--- src/rtl/vga_mem_arbiter.sv ---
// Single-port framebuffer arbiter: display fetch > master read > posted-write drain.
// Optional posted-write FIFO enabled by defining VGA_ARB_WBUF_EN; default build issues writes directly.
module vga_mem_arbiter #(
    parameter int AW         = 17,
    parameter int DW         = 16,
    parameter int WBUF_DEPTH = 4
) (
    input  logic                          clk,
    input  logic                          rst,
    input  logic                          disp_req,
    input  logic [AW-1:0]                 disp_addr,
    output logic                          disp_rvalid,
    output logic [DW-1:0]                 disp_rdata,
    input  logic                          cpu_valid,
    input  logic                          cpu_we,
    input  logic [AW-1:0]                 cpu_addr,
    input  logic [DW-1:0]                 cpu_wdata,
    output logic                          cpu_ready,
    output logic                          cpu_rvalid,
    output logic [DW-1:0]                 cpu_rdata,
    output logic                          mem_en,
    output logic                          mem_we,
    output logic [AW-1:0]                 mem_addr,
    output logic [DW-1:0]                 mem_wdata,
    input  logic [DW-1:0]                 mem_rdata,
    output logic [$clog2(WBUF_DEPTH):0]   wbuf_level,
    output logic [15:0]                   cpu_max_wait
);
    localparam int LW = $clog2(WBUF_DEPTH) + 1;

    typedef enum logic [1:0] {
        TAG_NONE = 2'd0,
        TAG_DISP = 2'd1,
        TAG_CPU  = 2'd2
    } tag_t;

    tag_t        r_tag;
    logic        w_accept;
    logic        w_rd_acc;
    logic [15:0] r_wait_cnt;
    logic [15:0] r_max_wait;
    logic [15:0] w_wait_nxt;

    assign w_accept = cpu_valid && cpu_ready;
    assign w_rd_acc = w_accept && !cpu_we;

`ifdef VGA_ARB_WBUF_EN
    localparam int            PW   = $clog2(WBUF_DEPTH);
    localparam logic [LW-1:0] FULL = LW'(WBUF_DEPTH);

    logic [AW-1:0] r_fifo_addr [WBUF_DEPTH];
    logic [DW-1:0] r_fifo_data [WBUF_DEPTH];
    logic [PW-1:0] r_wptr;
    logic [PW-1:0] r_rptr;
    logic [LW-1:0] r_level;
    logic          w_push;
    logic          w_pop;

    // Reads wait for the FIFO to empty so they can never overtake a posted write.
    always_comb begin
        cpu_ready = 1'b0;
        if (!rst) begin
            if (cpu_we)
                cpu_ready = (r_level < FULL);
            else
                cpu_ready = !disp_req && (r_level == '0);
        end
    end

    assign w_push = w_accept && cpu_we;
    assign w_pop  = !rst && !disp_req && !w_rd_acc && (r_level != '0);

    always_ff @(posedge clk or posedge rst) begin
        if (rst) begin
            r_wptr  <= '0;
            r_rptr  <= '0;
            r_level <= '0;
        end else begin
            if (w_push)
                r_wptr <= r_wptr + 1'b1;
            if (w_pop)
                r_rptr <= r_rptr + 1'b1;
            if (w_push && !w_pop)
                r_level <= r_level + 1'b1;
            else if (w_pop && !w_push)
                r_level <= r_level - 1'b1;
        end
    end

    always_ff @(posedge clk) begin
        if (w_push) begin
            r_fifo_addr[r_wptr] <= cpu_addr;
            r_fifo_data[r_wptr] <= cpu_wdata;
        end
    end

    always_comb begin
        mem_en    = 1'b0;
        mem_we    = 1'b0;
        mem_addr  = disp_addr;
        mem_wdata = '0;
        if (!rst) begin
            if (disp_req) begin
                mem_en = 1'b1;
            end else if (w_rd_acc) begin
                mem_en   = 1'b1;
                mem_addr = cpu_addr;
            end else if (w_pop) begin
                mem_en    = 1'b1;
                mem_we    = 1'b1;
                mem_addr  = r_fifo_addr[r_rptr];
                mem_wdata = r_fifo_data[r_rptr];
            end
        end
    end

    assign wbuf_level = r_level;
`else
    always_comb begin
        cpu_ready = !rst && !disp_req;
    end

    always_comb begin
        mem_en    = 1'b0;
        mem_we    = 1'b0;
        mem_addr  = disp_addr;
        mem_wdata = '0;
        if (!rst) begin
            if (disp_req) begin
                mem_en = 1'b1;
            end else if (w_accept) begin
                mem_en    = 1'b1;
                mem_we    = cpu_we;
                mem_addr  = cpu_addr;
                mem_wdata = cpu_wdata;
            end
        end
    end

    assign wbuf_level = '0;
`endif

    always_comb begin
        w_wait_nxt = '0;
        if (cpu_valid && !cpu_ready)
            w_wait_nxt = (r_wait_cnt == 16'hFFFF) ? r_wait_cnt : r_wait_cnt + 16'd1;
    end

    always_ff @(posedge clk or posedge rst) begin
        if (rst) begin
            r_tag      <= TAG_NONE;
            r_wait_cnt <= '0;
            r_max_wait <= '0;
        end else begin
            if (disp_req)
                r_tag <= TAG_DISP;
            else if (w_rd_acc)
                r_tag <= TAG_CPU;
            else
                r_tag <= TAG_NONE;
            r_wait_cnt <= w_wait_nxt;
            if (w_wait_nxt > r_max_wait)
                r_max_wait <= w_wait_nxt;
        end
    end

    assign disp_rvalid  = (r_tag == TAG_DISP);
    assign cpu_rvalid   = (r_tag == TAG_CPU);
    assign disp_rdata   = mem_rdata;
    assign cpu_rdata    = mem_rdata;
    assign cpu_max_wait = r_max_wait;

endmodule
--- config.mk ---
export PLATFORM = sky130hd
export DESIGN_NAME = vga_mem_arbiter
export DESIGN_NICKNAME = d
export VERILOG_FILES = /design/src/rtl/vga_mem_arbiter.sv
export SDC_FILE = /design/constraint.sdc
export NUM_CORES = 1
export LEC_CHECK = 0
export ABC_AREA = 1
export CORE_ASPECT_RATIO = 0.75
export CORE_UTILIZATION = 38
export CTS_CLUSTER_SIZE = 10
export DETAILED_ROUTE_END_ITERATION = 8
export PLACE_DENSITY = 0.9
export SLEW_MARGIN = 20
export SYNTH_ARGS = -nofsm -noshare
export SYNTH_HDL_FRONTEND = slang
export SYNTH_SLANG_ARGS = --single-unit
--- constraint.sdc ---
create_clock -name clk -period 3.24 [get_ports clk]
set_clock_uncertainty 0.15 [all_clocks]
set_input_delay 0.972 -clock clk [delete_from_list [all_inputs] [get_ports clk]]
set_output_delay 0.972 -clock clk [all_outputs]
set_load 0.05 [all_outputs]
* Word level (Yosys, flattened, before mapping)
Cells that the tools add are included.
** Word-level totals
- Register bits after elaboration :: 34
- Input port bits :: 71
- Output and inout port bits :: 89
- Word-level logic and storage cells :: 32
** Operators by class
- Add/subtract/negate cells :: 1
- $lt $le $gt $ge :: 1
- Equal/unequal tests :: 3
- Multiplexer cells :: 16
- Reductions and logical operators :: 8
** Operators with widths (number)
- 16-bit two-way mux :: 5
- 17-bit two-way mux :: 3
- 16-bit by 1-bit adder with 16-bit output, second input constant :: 1
- 16-bit == test, second input constant :: 1
- 16-bit > comparator :: 1
- 1-bit two-way mux :: 6
- 1-bit logical AND :: 4
- 1-bit zero test :: 4
- 2-bit two-way mux :: 2
- 2-bit by 1-bit == test with 1-bit output, second input constant :: 1
- 2-bit == test, second input constant :: 1

* Logic depth before layout (Yosys ltp)
- Depth in word-level cells :: 6
- Gate-level depth with buffers :: 23
- Mapped depth without buffers :: 22

* Least setup slack after synthesis
OpenSTA, ideal clock, no wires.
- Path kind :: input to output
- Start point :: in disp_req
- End point :: out mem_wdata[10]
- Data arrival time :: 2569 ps
- Required time :: 2118 ps
- Slack :: -451 ps
- Stages on the path :: 5
- Cell sequence :: nor2_4 nand2_1 buf_2 buf_2 nor2_1
** Between the ends
- Cells in the longest elaborated chain, start to end :: 6
** RTL lines
- start, declared :: line 10 : input logic disp_req,
- 1-bit zero test :: line 120 : cpu_ready = !rst && !disp_req;
- 1-bit logical AND :: line 120
- 1-bit logical AND :: line 44 : assign w_accept = cpu_valid && cpu_ready;
- 16-bit two-way mux :: line 131 : end else if (w_accept) begin
- 16-bit two-way mux * :: line 129 : if (disp_req) begin
- 16-bit two-way mux * :: line 128 : if (!rst) begin
- end, declared :: line 24 : output logic [DW-1:0] mem_wdata,
Mark *: on every way between the ends. The rest lies on a longest branch, timed or not.

* Final worst setup path
- Start point :: in disp_req
- End point :: out mem_addr[13]
** Between the ends
- Cells in the longest elaborated chain, start to end :: 6
** RTL lines
- 1-bit zero test :: line 120
- 1-bit logical AND :: line 120
- 1-bit logical AND :: line 44
- 17-bit two-way mux :: line 131
- 17-bit two-way mux * :: line 129
- 17-bit two-way mux * :: line 128
- end, declared :: line 23 : output logic [AW-1:0] mem_addr,
Marks and branches as above.

==> impl_metrics.tcl <==
set metrics [dict create \
    r2r_slack_ps 190 \
    grt_first_pass_wirelength_mm 13.0 \
    diodes 0 \
    p_leak_nw 2.11 \
    clockRootBuffer "clkbuf_8" \
    end_kind "primary output" \
    portBuffers 108 \
    post-place-cells 567 \
    mostFrequentLayoutCells "nand2_1, clkdlybuf4s50_1, inv_1" \
    post-route-period-util_pct 100 \
    antenna_found_initial 0 \
    hold_depth 2 \
    whs_endpoint "cpu_max_wait[2]" \
    antenna_left 0 \
    ir_drop_mv 0.441 \
    grt_remaining_overflow 0 \
    max_cap_viol_count 0 \
    yosys.area.top_type "dfrtp_1" \
    global_route.usage.total_pct 22.4 \
    max_stage_delay_ps 310 \
    fillers 534 \
    die_h_um 75.9 \
    dp.final_hpwl_mm 6.93 \
    critPathKind "primary input to primary output" \
    grt_pass1_vias 2680 \
    r2r-start "r_wait_cnt[0]" \
    worst_skew_pair.late_latency_ps 290 \
    tightest_slew_ps 545 \
    cts-hold-fix-buffers 0 \
    worstPathMaxFanout 12 \
    final_common_cell "nand2_1" \
    synth.area.top_cells "dfrtp_1, nand2_1, buf_4" \
    clkSlewWorstSetupHoldPaths_ps 70 \
    rr_endpoint "cpu_max_wait[11]" \
    drv_slew 0 \
    wire_per_inst_um 15.7 \
    cts_buffers 5 \
    mappedNetlistArea_um2 2760 \
    grt_max_degree 33 \
    vias 2834 \
    core_um2 6930 \
    fmaxAchievable_mhz 309 \
    path_cells "dlygate4sd2_1, nor2_4, buf_6, nand2_8, mux2_2, buf_4" \
    h-tree-depth 2 \
    dieArea_um2 7620 \
    hold_viol_final 0 \
    clock_path_buffers 2 \
    synth.yosys.warnings 0 \
    start_kind "primary input" \
    initial_core_util_pct 39.9 \
    drt_wl_total_mm 9.10 \
    powerDensity_nw_per_um2 354 \
    ff2ff_path_depth 17 \
    ys_ff_latch 34 \
    areaGrowthSynthToFinish_pct 57.0 \
    status "completed" \
    cp.arrival_ps 2120 \
    layout_min_cycle_time_ps 3240 \
    synth.yosys.seq_area_share_pct 30.8 \
    finalSetupViolations 0 \
    pin_count 160 \
    drcViolationCount 0 \
    crit_path_top_delay_cell "mux2_2" \
    yosysUniqueCellTypes 32 \
    cts_tree "done" \
    syn_inst 376 \
    nets 570 \
    slew_headroom_pct 63.6 \
    clock_sinks 34 \
    yosysTopAreaCellShare_pct 30.8 \
    rows 26 \
    stdcell_count 580 \
    die_x_um 100 \
    worstHoldStart "cpu_max_wait[2]" \
    place_congestion 0.905 \
    whs_ps 356 \
    drive_above_1_share_pct 29.3 \
    dr.first_iter.drc_count 181 \
    avgSynthCellArea_um2 7.35 \
    vias_per_cell 4.89 \
    dr.pass1.iters 5 \
    hold_class "flip-flop to flip-flop" \
    cp.required_ps 2120 \
]
## power breakdown
part           switching, mW  internal [mW]
Sequential            0.0124          0.438
Clock                  0.158          0.246
Combinational          0.438          0.242
Total                  0.609          0.926
## synth_stat cells
master and count:
conb_1 1, a21oi_1 6, nand2_4 2, xor2_1 1, clkinv_1 1, a21o_1 1
nand2_1 93, o21ai_2 1, nand3b_1 2, dfrtp_1 34, buf_2 3, nand3_2 1
nor2_2 3, a21oi_2 5, nand2_2 3, ha_1 17, or2_2 1, nand3_1 20
buf_6 1, xnor2_1 5, buf_4 35, and2_1 1, a21oi_4 1, nor2_1 49
inv_6 1, mux2_2 17, inv_2 6, o21ai_1 1, nand4_1 6, inv_1 55
nor2_4 2, nor2_8 1
## how the worst max path moves through the flow
stage	start	end	slack, ps	depth (start not counted)
after floorplan	rst	mem_wdata[10]	10	5
after global placement	rst	mem_addr[1]	-390	5
after detailed placement	rst	cpu_max_wait[15]	-460	16
after CTS	disp_req	mem_addr[3]	0.6	6
after global routing	disp_req	cpu_max_wait[14]	-10	19
final	disp_req	mem_addr[13]	1	6
## metrics by stage
step           total power, mW  util [%]  worst slack (ps)  TNS [ps]  area, um^2
5_1_grt                   1.59      62.6             -12.4     -29.1        4340
3_3_place_gp              1.03      59.2              -388    -16320        4100
3_5_place_dp              1.05      59.2              -460    -18470        4100
2_1_floorplan            0.937         -              12.3         0        2880
6_report                  1.53      62.6              1.19         0        4340
4_1_cts                   1.46      61.9             0.624         0        4290
## state kept, by name, summed over array words and instances (netlist names)
name and cells:
r_tag 2, cpu_max_wait 16, r_wait_cnt 16
## critical path, delay by kind of cell
family / cells / cell delay, ps
mux: 1 / 310
simple gates: 2 / 210
buf+inv: 3 / 600
## area by class of cell
class | count | area [um^2] | share of cell area [%]
inverter | 63 | 241 | 5.56
clock buffer | 6 | 82.6 | 1.90
multi-input combinational | 244 | 1570 | 36.2
tap | 98 | 123 | 2.83
timing repair buffer | 134 | 1440 | 33.2
clock inverter | 1 | 30.0 | 0.692
sequential | 34 | 851 | 19.6
## kinds of logic after synthesis
group | Yosys count | share of synthesized area (%)
AND/OR/NAND/NOR | 184 | 29.3
buffers and inverters | 102 | 19.2
flip-flops | 34 | 30.8
adder cells (fa/ha/maj) | 17 | 7.70
multiplexers | 17 | 6.93
AO/OA/AOI/OAI | 15 | 4.03
XOR/XNOR | 6 | 1.90
other | 1 | 0.136
## repair_timing
item	CTS	global route
gates cloned	1	1
gates resized for setup	13	18
pin swaps	1	3
buffers inserted	4	0
endpoints found under the setup margin	50	36
## metal layers
layer	routed length, um	GRT usage (%)	vias to the layer above
met5	0	0	-
met4	335	11.6	0
met2	4560	36.8	138
li1	-	-	1338
met1	3600	28.6	1324
met3	602	4.40	34
No activity file was read; power rests on OpenSTA's default activity.
